$ cat src/rtl/pe_linear_output_buffer.sv
// Gathers pOUTPUT_PARALLEL-wide feature groups into a full frame, then streams
// the frame out as pOUT_WORD-wide beats with valid/ready handshaking.
module pe_linear_output_buffer #(
  parameter int pOUT_FEATURE     = 128,
  parameter int pOUTPUT_PARALLEL = 4,
  parameter int pDATA_WIDTH      = 8,
  parameter int pOUT_WORD        = 8
) (
  input  logic                                  clk,
  input  logic                                  rst,
  input  logic                                  in_valid,
  input  logic [pOUTPUT_PARALLEL*pDATA_WIDTH-1:0] in_data,
  output logic                                  in_ready,
  output logic                                  out_valid,
  output logic [pOUT_WORD*pDATA_WIDTH-1:0]      out_data,
  input  logic                                  out_ready,
  output logic                                  out_last,
  output logic                                  frame_done,
  output logic                                  overflow
);

  localparam int G  = pOUT_FEATURE / pOUTPUT_PARALLEL;
  localparam int B  = pOUT_FEATURE / pOUT_WORD;
  localparam int GW = (G > 1) ? $clog2(G) : 1;
  localparam int BW = (B > 1) ? $clog2(B) : 1;
  localparam logic [GW-1:0] G_LAST = GW'(G - 1);
  localparam logic [BW-1:0] B_LAST = BW'(B - 1);

  typedef enum logic {FILL = 1'b0, DRAIN = 1'b1} state_t;

  state_t         state, state_nxt;
  logic [GW-1:0]  grp_cnt;
  logic [BW-1:0]  beat_cnt;
  logic           wr_en, rd_en, grp_last, beat_last;

  logic [pOUT_FEATURE-1:0][pDATA_WIDTH-1:0]     mem;
  logic [B-1:0][pOUT_WORD*pDATA_WIDTH-1:0]      beats;
  logic [pOUTPUT_PARALLEL-1:0][pDATA_WIDTH-1:0] in_lanes;

  // Reshaped views: feature 0 sits in the LSBs of both the input group and beat 0.
  assign in_lanes  = in_data;
  assign beats     = mem;

  assign wr_en     = in_valid && (state == FILL);
  assign rd_en     = (state == DRAIN) && out_ready;
  assign grp_last  = (grp_cnt == G_LAST);
  assign beat_last = (beat_cnt == B_LAST);

  always_comb begin
    state_nxt = state;
    in_ready  = 1'b0;
    out_valid = 1'b0;
    out_last  = 1'b0;
    out_data  = beats[beat_cnt];
    case (state)
      FILL: begin
        in_ready = 1'b1;
        if (wr_en && grp_last) state_nxt = DRAIN;
      end
      DRAIN: begin
        out_valid = 1'b1;
        out_last  = beat_last;
        if (rd_en && beat_last) state_nxt = FILL;
      end
      default: state_nxt = FILL;
    endcase
  end

  always_ff @(posedge clk) begin
    if (rst) begin
      state      <= FILL;
      grp_cnt    <= '0;
      beat_cnt   <= '0;
      frame_done <= 1'b0;
      overflow   <= 1'b0;
    end else begin
      state      <= state_nxt;
      frame_done <= rd_en && beat_last;
      if (in_valid && (state != FILL)) overflow <= 1'b1;
      if (wr_en)    grp_cnt  <= grp_last  ? '0 : grp_cnt + 1'b1;
      if (rd_en)    beat_cnt <= beat_last ? '0 : beat_cnt + 1'b1;
    end
  end

  // Storage is fully rewritten every frame before it is read, so it needs no reset.
  always_ff @(posedge clk) begin
    for (int g = 0; g < G; g++)
      if (wr_en && (grp_cnt == GW'(g)))
        mem[g*pOUTPUT_PARALLEL +: pOUTPUT_PARALLEL] <= in_lanes;
  end

endmodule

$ cat config.mk
export PLATFORM = sky130hd
export DESIGN_NAME = pe_linear_output_buffer
export DESIGN_NICKNAME = d
export VERILOG_FILES = /design/src/rtl/pe_linear_output_buffer.sv
export SDC_FILE = /design/constraint.sdc
export NUM_CORES = 1
export LEC_CHECK = 0
export CORE_AREA = 2 2 298 300
export CTS_CLUSTER_SIZE = 40
export DETAILED_ROUTE_END_ITERATION = 10
export DIE_AREA = 0 0 300 302
export PLACE_DENSITY_LB_ADDON = 0.08
export REMOVE_ABC_BUFFERS = 1
export SLEW_MARGIN = 20
export SYNTH_ARGS = -nofsm -noshare
export SYNTH_HDL_FRONTEND = slang
export SYNTH_SLANG_ARGS = --single-unit
$ cat constraint.sdc
create_clock -name clk -period 4.1 [get_ports clk]
set_clock_uncertainty 0.2 [all_clocks]
set_input_delay 0.82 -clock clk [delete_from_list [all_inputs] [get_ports clk]]
set_output_delay 0.82 -clock clk [all_outputs]
set_load 0.05 [all_outputs]
==> results.md, run 1 <==
- Max stage delay on crit path: 0.54 ns
- Largest delay share family, worst path: buffers and inverters
- H-tree level count: 3
- Die Ht: 302 um
- Hold Buf Count CTS: 0
- Final hold vios: 0
- Fraction of layout cells with a size suffix above 1: 0.313
- Startpoint Class: register
- Final Hold Slack: 0.283 ns
- # setup viols final: 0
- Placed insts: 2,951
- Synth top area cells: edfxtp_1 (79%), mux4_2 (15%), a22oi_1 (2.5%), nand2_1 (0.73%), dfxtp_1 (0.61%)
- Largest net degree at the start of global routing: 65
- Tightest Pin Transition: 0.923 ns
- Post-synth top area cell: edfxtp_1
- Crit path max fanout: 24
- Power density over cell area: 476 nW/um^2
- Mapped Cells: 1,678
- Worst Hold Class: reg2reg
- Drt drc: 0
- Initial antenna violation count: 2
- Rel. slew slack: 0.376
- Mean area per synthesized cell: 23.3 um^2
- Synth cell types: 34
- Seq/Total Area, Yosys: 0.793
- Core Footprint: 87,600 um^2
- Post-synth top cells: edfxtp_1 (1,024), mux4_2 (256), a22oi_1 (128), nand2_1 (76), clkbuf_1 (47)
- Yosys warnings: 0
- CP Cell Sequence: buf_12 > buf_12 > mux4_2 > a22oi_1 > nand2_1 > buf_4
- Clock Tree Buf Depth: 3
- Site Rows: 109
- Dpl hpwl: 51.6 mm
- Buf+Inv Stages, Crit Path: 3
- Critical path arrival: 2.91 ns
- Synth Flop Type: edfxtp_1
- Area of the multi-input gates: 7700 um^2
- Initial Utilization: 0.446
- Period utilization: 0.958
- Post-synth EDFFs: 1,024
- Via count: 18,100
- Count leader, synth: edfxtp_1
- FF+latch count, synth: 1,036
- Max stage delay cell, worst path: mux4_2
- Most used cell, CP: buf_12
- Final total negative setup slack: 0 ns
- Routed WL: 90.4 mm
- FFs w/ async S/R, synth: 0
- Yosys top cell area share: 0.787
- TritonCTS clock tree: done
- Routed Antenna Nets: 0
- Drt wl/cell: 28.7 um
- Filler instances: 6,930
- GRT overflow: 0
- Final Net Count: 1,941
- Clk pin slew, worst setup/hold paths: 0.06 ns
- Iteration-0 DRC Markers: 1,335
- RSZ-0062 raised after global routing: false
- CTS sink cnt: 1,036
- Diodes inserted: 0
- Worst vdd ir: 350 uV
- Die Area: 90,600 um^2
- Vias per cell: 5.75
- Mapped cell area: 39,100 um^2
- Drt pass-1 iters: 5
- Non-Filler Instances: 3,150
- Synth-to-layout area growth: 16.7%
- First-pass GRT wire length: 132 mm
- Number of global-route vias before repair: 19,100
- Post-place instance area: 42,200 um^2
- Die width: 300 um
- Fmax: 255 MHz
- Design Area, Final: 45,600 um^2
- Clock root cell: clkbuf_16
- Global placer's final weighted congestion: 0.730
- Gr usage total: 0.202
- Post-layout min period: 3.93 ns
- Register area: 31,000 um^2
- Status: finished, final reports clean
- Worst setup EP type: output port
- CTS Buf Count: 107
- # IOs: 105
- Kind of critical path: reg2out
- Max Cap Viol: 0
- Clock Latency Late Sink: 0.65 ns
- Worst EP required: 3.08 ns
- Port buffer count: 104
- Leakage: 14.0 nW
- Slew Viols, Final: 0
==> through the flow <==
stage / utilization / worst slack, ns / power, mW
2_1_floorplan: - / -8.86 / 12.2
3_3_place_gp: 0.482 / 0.326 / 12.5
3_5_place_dp: 0.482 / 0.270 / 12.5
4_1_cts: 0.522 / 0.0763 / 21.9
5_1_grt: 0.521 / 0.00566 / 22.3
6_report: 0.521 / 0.173 / 21.7
==> power by group <==
group          total [mW]  internal [mW]  switching, mW  leakage [nW]
clock                9.40           5.46           3.94          1.66
sequential           11.7           11.7         0.0161          9.32
combinational       0.565          0.151          0.414          3.04
total                21.7           17.3           4.37          14.0
==> tightest hold or removal path, stage by stage, from the launching register on <==
cell and delay, ns:
dfxtp_1 0.33, a21oi_1 0.04, nor2_1 0.08
==> layout by cell type, fill, tap and decap left out, drive strengths merged, types with 17 or more instances in the layout <==
cell and instances:
edfxtp 1024, nor2 19, buf 178, a22oi 128, clkdlybuf4s50 24, mux4 256
and2 17, nand2 76, clkbuf 132, clkinv 48
==> routing by layer <==
metal | part of all wire | up-vias | global-route usage
li1 | - | 7624 | -
met1 | 0.45 | 9966 | 0.292
met2 | 0.49 | 431 | 0.330
met3 | 0.045 | 102 | 0.0292
met4 | 0.013 | 0 | 0.0424
met5 | 0 | - | 0
==> layout make-up <==
type                            count  share of cell area
Sequential cell                  1036               0.680
Multi-Input combinational cell    547               0.169
Clock buffer                      132              0.0622
Timing Repair Buffer              202              0.0443
Tap cell                         1165              0.0320
Clock inverter                     64              0.0124
Inverter                            4            0.000329
==> registers in the layout, summed over array words and instances, names as in the netlist <==
register and count:
grp_cnt 5, overflow 1, state 1, frame_done 1
beat_cnt 4, beats 1024
==> worst paths after layout <==
check / from / endpoint / slack [ns] / depth (start not counted)
hold / removal: overflow / overflow / 0.28 / 2
setup / recovery: beat_cnt[0] / out_data[13] / 0.17 / 6
setup reg to reg: state / beats[275] / 1.09 / 4
hold reg to reg: overflow / overflow / 0.28 / 2
==> logic make-up (layout without fill, tap and decap cells) <==
logic type | Yosys count | count (layout) | synth area share
flip-flops | 1036 | 1036 | 0.793
multiplexers | 256 | 256 | 0.148
AO/OA/AOI/OAI | 143 | 143 | 0.0267
AND/OR/NAND/NOR | 140 | 140 | 0.0165
buffers and inverters | 95 | 402 | 0.0135
adder cells (fa/ha/maj) | 7 | 7 | 0.00224
XOR/XNOR | 1 | 1 | 0.000224
==> what timing repair did <==
item,in CTS,in global routing
endpoints found under the setup margin,3,0
setup buffers,3,0
resized for setup,1,0
No activity file was read; power rests on OpenSTA's default activity.
==> run 2, diff against run 1 <==
clock period = 5.02 ns   (was 4.1 ns; I/O delays follow)
==> run 2 against run 1 <==
Clock power decreased by 18%. Cell count fell by 0.44%. Via count increased by 1.8%. Highest routed layer unchanged. Global-route usage up 1.3 points.
==> results.md, run 2 (synthesis gave the netlist of run 1 again) <==
- Status: finished, final reports clean
- First-pass GRT wire length: 138 mm
- Final total negative setup slack: 0 ns
- Most common cell after layout, fill and taps aside: edfxtp_1
- R2R depth: 6
- # IOs: 105
- Switching share of power: 0.201
- Core Footprint: 87,600 um^2
- Clock Latency Late Sink: 0.66 ns
- Logic pwr share: 0.025
- Clk pin slew, worst setup/hold paths: 0.06 ns
- Final hold vios: 0
- Drt drc: 0
- Busiest layer in global routing: met2
- Post_cts resized: 0
- CTS Buf Count: 107
- Finished Core Util: 0.520
- Routed Antenna Nets: 0
- Clock Tree Buf Depth: 3
- Worst vdd ir: 279 uV
- Crit path max fanout: 24
- GR Util met1: 0.310
- Initial Utilization: 0.446
- Design Area, Final: 45,500 um^2
- Tightest Pin Transition: 1.09 ns
- Final Net Count: 1,921
- Initial antenna violation count: 1
- Diodes inserted: 0
- R2R Path Start: grp_cnt[0]
- Hold Buf Count CTS: 0
- Vias per cell: 5.89
- Seq pwr share: 0.540
- Worst setup EP type: output port
- Commonest cells after routing, fill and taps aside: edfxtp_1 (1,024), mux4_2 (256), a22oi_1 (128), clkbuf_16 (110), clkdlybuf4s50_1 (79)
- Crit path launch: beat_cnt[0]
- Routed WL: 95.5 mm
- CP Cell Sequence: buf_12 > buf_4 > mux4_2 > a22oi_1 > nand2_1 > clkdlybuf4s50_1
- Slew Viols, Final: 0
- Power density over cell area: 390 nW/um^2
- Max reg flops: 1,024
- Fmax: 212 MHz
- Internal power: 14.2 mW
- TritonCTS clock tree: done
- Min-delay src: overflow
- Max stage delay cell, worst path: clkdlybuf4s50_1
- Synth-to-layout area growth: 16.6%
- GRT met2 Usage: 0.347
- Port buffer count: 104
- Period utilization: 0.938
- Rel. slew slack: 0.269
- Number of global-route vias before repair: 19,300
- Placed insts: 2,934
- Via count: 18,500
- Kind of critical path: reg2out
- Clock root cell: clkbuf_16
- Global placer's final weighted congestion: 0.734
- Max Cap Viol: 0
- Post-layout min period: 4.71 ns
- Die Ht: 302 um
- H-tree level count: 3
- Gr usage total: 0.215
- CTS sink cnt: 1,036
- Site Rows: 109
- Critical path arrival: 3.51 ns
- Non-Filler Instances: 3,136
- Leakage: 13.9 nW
- Drt pass-1 iters: 5
- Max stage delay on crit path: 0.74 ns
- Worst EP required: 3.82 ns
- Drt wl/cell: 30.4 um
- Largest net degree at the start of global routing: 65
- Fraction of layout cells with a size suffix above 1: 0.280
- Dpl hpwl: 49.8 mm
- GRT overflow: 0
- Worst Hold Class: reg2reg
- Post-place instance area: 42,200 um^2
- Startpoint Class: register
- # setup viols final: 0
- Filler instances: 6,809
- Hold depth: 2
- Die width: 300 um
- RSZ-0062 raised after global routing: false
- Switch Pwr: 3.56 mW
- GR Layer Usage met3: 0.0335
- Iteration-0 DRC Markers: 1,797
- Die Area: 90,600 um^2
- Clock power share: 0.436
- Setup bufs post-CTS: 0
run 2: worst paths after layout:
check | endpoint | slack [ns]
setup / recovery | out_data[23] | 0.31
hold / removal | overflow | 0.30
setup reg to reg | beats[1016] | 1.84
hold reg to reg | overflow | 0.30
run 2: per-layer routing:
metal	vias to the layer above	wire length (um)
met3	109	5430
met1	10200	41800
li1	7597	-
met4	0	1610
met5	-	0
met2	573	46600
run 2: metrics by stage:
step | power [mW] | setup WS [ns] | hold WS (ns)
after floorplan | 9.94 | -8.13 | 0.284
after global placement | 10.2 | 0.922 | 0.258
after detailed placement | 10.2 | 0.931 | 0.300
after CTS | 17.9 | 0.223 | 0.316
after global routing | 18.3 | 0.133 | 0.337
final | 17.7 | 0.311 | 0.300
run 2: power groups by stage:
stage / Combinational, mW / Clock (mW) / Sequential [mW]
final: 0.439 / 7.73 / 9.58
after floorplan: 0.188 / 0 / 9.76
after detailed placement: 0.449 / 0 / 9.76
after CTS: 0.449 / 7.89 / 9.58
after global placement: 0.437 / 0 / 9.76
after global routing: 0.469 / 8.24 / 9.58
run 2: critical path: cells and delay by family (launching register included):
family          cells  cell delay, ns
buf+inv             3            1.26
mux                 1            0.50
flops               1            0.63
compound gates      1            0.24
simple gates        1            0.17
run 2: cell type report:
class                           count  area [um^2]  area share
Clock buffer                      133         2860      0.0628
Clock inverter                     69          584      0.0128
Timing Repair Buffer              182         1930      0.0424
Inverter                            4         15.0    0.000330
Sequential cell                  1036        31000       0.681
Multi-Input combinational cell    547         7700       0.169
Tap cell                         1165         1460      0.0320
==> RTL change 1, RTL diff (config.mk and constraints of run 1) <==
Change the parameter `pDATA_WIDTH` from 8 to 6.
--- a/src/rtl/pe_linear_output_buffer.sv
+++ b/src/rtl/pe_linear_output_buffer.sv
@@ -3,7 +3,7 @@
 module pe_linear_output_buffer #(
   parameter int pOUT_FEATURE     = 128,
   parameter int pOUTPUT_PARALLEL = 4,
-  parameter int pDATA_WIDTH      = 8,
+  parameter int pDATA_WIDTH      = 6,
   parameter int pOUT_WORD        = 8
 ) (
   input  logic                                  clk,
Interface: changed (resized in_data and out_data); port bits go from 105 to 81. The function was not compared with the original's and may differ.
==> RTL change 1 against run 1 <==
Critical path type unchanged; sequential cell count decreased by 256; die area is the same; routed wire length shrank 17%; total power is 23% lower; highest routed layer is now met5; setup slack worse by 0.013 ns; final area down 23%; synthesized area decreased by 24%.
==> RTL change 1: results (changes against run 1) <==
Placement
  – Post-DP HPWL: 40500 µm (-22%)
  – Routability cong.: 0.6969 (-4.5%)
  – Placed Instances: 2540 (-14%)
  – Setup WS pre-CTS: 0.2967 ns (+0.02646 ns)
  – Placed cell area: 32370 µm² (-23%)
  – Port Buf Inserts: 80 (-23%)

Clock tree
  – Post-CTS Resized: 5 (+4)
  – CTS buffer count: 85 (-21%)
  – Worst-Skew Late Latency: 0.62 ns (-0.03 ns)
  – CTS Buffer Depth: 3 (unchanged)
  – # Post-CTS Setup Buffers: 5 (+2)

Yosys
  – XOR/XNOR share of the synthesized area: 0.02967% (+0.0073 points)
  – Most frequent cells after synthesis: 768 x edfxtp_1, 192 x mux4_2, 96 x a22oi_1
  – Synth top area cells: edfxtp_1 78%, mux4_2 15%, a22oi_1 2.4%, dfxtp_1 0.81%, nand2_1 0.76%
  – Mux cell area share after synthesis: 14.65% (-0.11 points)
  – Ys Warns: 0 (unchanged)
  – Post-Synthesis Cells: 1288 (-23%)
  – Adder-cell share of the synthesized area: 0.2967% (+0.073 points)
  – Register area share after synthesis: 78.94% (-0.38 points)
  – Post-synth EDFFs: 768 (-25%)
  – Complex-gate fraction of the synthesized area: 2.717% (+0.049 points)

Worst hold path
  – Hold path endpoint: overflow$_SDFFE_PP0P_
  – Hold_sp: overflow$_SDFFE_PP0P_

STA
  – Min Hold Slack: 0.2788 ns (-0.003814 ns)
  – Crit path time final: 3.940 ns (+0.01325 ns)
  – Worst Tran Pin Value: 0.9001 ns (-0.02339 ns)

Critical path
  – Critical path endpoint: out_data[28]
  – R2R cell count: 5 (+1)
  – CP max-delay cell: mux4_2
  – Worst R2R End: beats[272]$_DFFE_PP_
  – CP Data Arrival Time: 2.92 ns (about the same)
  – Worst r2r src: state$_SDFF_PP0_
  – Largest fanout on the critical path: 30 (+25%)
  – Worst R2R Setup Slack: 1.28 ns (+0.19 ns)

Cells and area
  – Filler instances: 7866 (+14%)
  – # nets final: 1502 (-23%)
  – Largest register FFs: 768 (-25%)
  – Share of cells above drive strength 1: 31.62% (+0.28 points)

Routing
  – Vias/cell: 5.200 (-9.6%)
  – DRT iter0 DRCs: 1177 (-12%)
  – Routed length per instance: 27.85 µm (-3.0%)
  – Vias post-DR: 14050 (-23%)
  – First-pass iteration count of the detailed router: 5 (unchanged)

GRT
  – Largest net degree at the start of global routing: 49 (-25%)
  – GRT Util Overall: 16.81% (-3.4 points)
  – Initial antenna violation count: 5 (+3)
  – First-pass GRT wire length: 108400 µm (-18%)
  – Vias in the first global route: 14900 (-22%)

Power and ir drop
  – VDD IR max: 317.3 µV (-9.4%)
  – LEAKAGE: 10.80 nW (-23%)

Run status
  – Outcome: finished, final reports clean
==> RTL change 1: per-layer routing <==
| layer | GRT usage, % | vias to the layer above | routed length, µm |
|---|---|---|---|
| li1 | - | 5861 | - |
| met1 | 24.26 | 7726 | 34440 |
| met2 | 27.09 | 366 | 36030 |
| met3 | 2.428 | 90 | 3567 |
| met4 | 3.976 | 2 | 1161 |
| met5 | 0 | - | 12 |
==> RTL change 1: layout make-up <==
cell class | count | area, µm² | share of cell area (%)
Clock inverter | 53 | 478.0 | 1.362
Timing Repair Buffer | 161 | 1605 | 4.576
Sequential cell | 780 | 23310 | 66.44
Antenna cell | 2 | 5.005 | 0.01427
Tap cell | 1165 | 1458 | 4.155
Multi-Input combinational cell | 435 | 5962 | 16.99
Inverter | 4 | 15.01 | 0.04280
Clock buffer | 101 | 2251 | 6.416
==> RTL change 1: power by group <==
group	internal [mW]	switching [mW]
Combinational	0.110	0.303
Sequential	8.81	0.0136
Clock	4.42	3.07
==> RTL change 2, RTL diff (config.mk and constraints of run 1) <==
Made on the original files. Make the reset (`rst`) asynchronous in one clocked block.
--- a/src/rtl/pe_linear_output_buffer.sv
+++ b/src/rtl/pe_linear_output_buffer.sv
@@ -66,7 +66,7 @@
     endcase
   end
 
-  always_ff @(posedge clk) begin
+  always_ff @(posedge clk or posedge rst) begin
     if (rst) begin
       state      <= FILL;
       grp_cnt    <= '0;
Function: differs if rst is asserted again (counterexample within 4 cycles, from zero or initial values and one cycle with rst high); with rst held inactive, the same outputs for 10 cycles.
==> RTL change 2 against run 1 <==
Final area is 0.18% higher; critical path depth shrank 1; routed wire length up 7.9%; setup slack worse by 0.13 ns; sequential cell count stayed put; synthesized area about the same.
Power is not compared: it rests on default switching activity, and its combinational part moved more than twofold at a synthesized area within 25%.
==> RTL change 2: results (changes against run 1) <==
Yosys
  – Register area share after synthesis: 79.42% (+0.093 points)
  – Mux cell area share after synthesis: 14.78% (+0.017 points)
  – Ys async rst share: 1.158% (+1.2 points)
  – Synth top area cells: edfxtp_1 79%, mux4_2 15%, a22oi_1 2.5%, dfrtp_1 0.77%, nand2_1 0.66%
  – Complex-gate fraction of the synthesized area: 2.663% (-0.0052 points)
  – Adder-cell share of the synthesized area: 0.2240% (about the same)
  – Most frequent cells after synthesis: 1024 x edfxtp_1, 256 x mux4_2, 128 x a22oi_1
  – Avg Cell Area, Syn: 23.41 µm² (+0.56%)
  – Post-synth cell types: 31 (-8.8%)

Routing
  – Vias post-DR: 18590 (+2.6%)
  – Top routing layer used: met5
  – DRT iter0 DRCs: 1824 (+37%)

Cells and area
  – Filler instances: 6885 (-0.65%)
  – # nets final: 1936 (-0.26%)
  – Share of cells above drive strength 1: 31.90% (+0.57 points)

Placement
  – Post-DP HPWL: 52930 µm (+2.6%)
  – Setup WS pre-CTS: 0.4678 ns (+0.1976 ns)
  – Routability cong.: 0.7483 (+2.6%)
  – Placed Instances: 2942 (-0.30%)

GRT
  – GR Layer Usage met3: 3.598% (+0.68 points)
  – Initial antenna violation count: 1 (-1)
  – First-pass GRT wire length: 139100 µm (+5.5%)
  – Largest net degree at the start of global routing: 66 (+1.5%)
  – GRT Util Overall: 21.86% (+1.7 points)

Run status
  – Outcome: finished, final reports clean

Critical path
  – CP max-delay cell: clkdlybuf4s50_1

Clock tree
  – # Post-CTS Setup Buffers: 2 (-1)
  – CTS buffer count: 105 (-1.9%)
  – Post-CTS Resized: 2 (+1)
==> RTL change 2: changes by cell type in the layout (fill, tap and decap cells not counted), sizes merged, moves of 4 or more <==
cell    delta
dfxtp     -12
clkbuf     -6
clkinv     +4
dfrtp     +12
nand2      -7
o21ai      +5
nand3      +4
a21oi      -7
==> RTL change 2: final timing paths <==
check | start | slack, ns | cells past startpoint | to
setup reg to reg | state$_DFF_PP0_ | 1.19 | 4 | beats[15]$_DFFE_PP_
max in group asynchronous | rst | 3.00 | 2 | beat_cnt[1]$_DFFE_PP0P_
hold / removal | overflow$_DFFE_PP0P_ | 0.26 | 1 | overflow$_DFFE_PP0P_
min in group asynchronous | rst | 0.29 | 2 | overflow$_DFFE_PP0P_
hold reg to reg | overflow$_DFFE_PP0P_ | 0.26 | 1 | overflow$_DFFE_PP0P_
setup / recovery | beat_cnt[0]$_DFFE_PP0P_ | 0.04 | 5 | out_data[26]
==> RTL change 2: critical path: cells and delay by family (launching register included) <==
family	cells	cell delay, ns
buffers and inverters	2	0.89
AO/OA/AOI/OAI	1	0.30
multiplexers	1	0.50
flip-flops	1	0.57
AND/OR/NAND/NOR	1	0.12
==> RTL change 2: metrics by stage <==
| stage | TNS, ns | total power, mW | cell area [µm²] |
|---|---|---|---|
| after CTS | 0 | 30.17 | 45700 |
| after detailed placement | 0 | 20.83 | 42310 |
| after global placement | 0 | 20.80 | 42310 |
| after global routing | 0 | 31.00 | 45680 |
| final | 0 | 29.87 | 45680 |
| after floorplan | -584.97 | 18.46 | 38570 |
==> RTL change 2: cell type report <==
cell class                      count  area share, %
Timing Repair Buffer              208          4.717
Multi-Input combinational cell    537          16.74
Tap cell                         1165          3.191
Inverter                            5        0.04109
Sequential cell                  1036          67.99
Clock inverter                     66          1.205
Clock buffer                      126          6.111
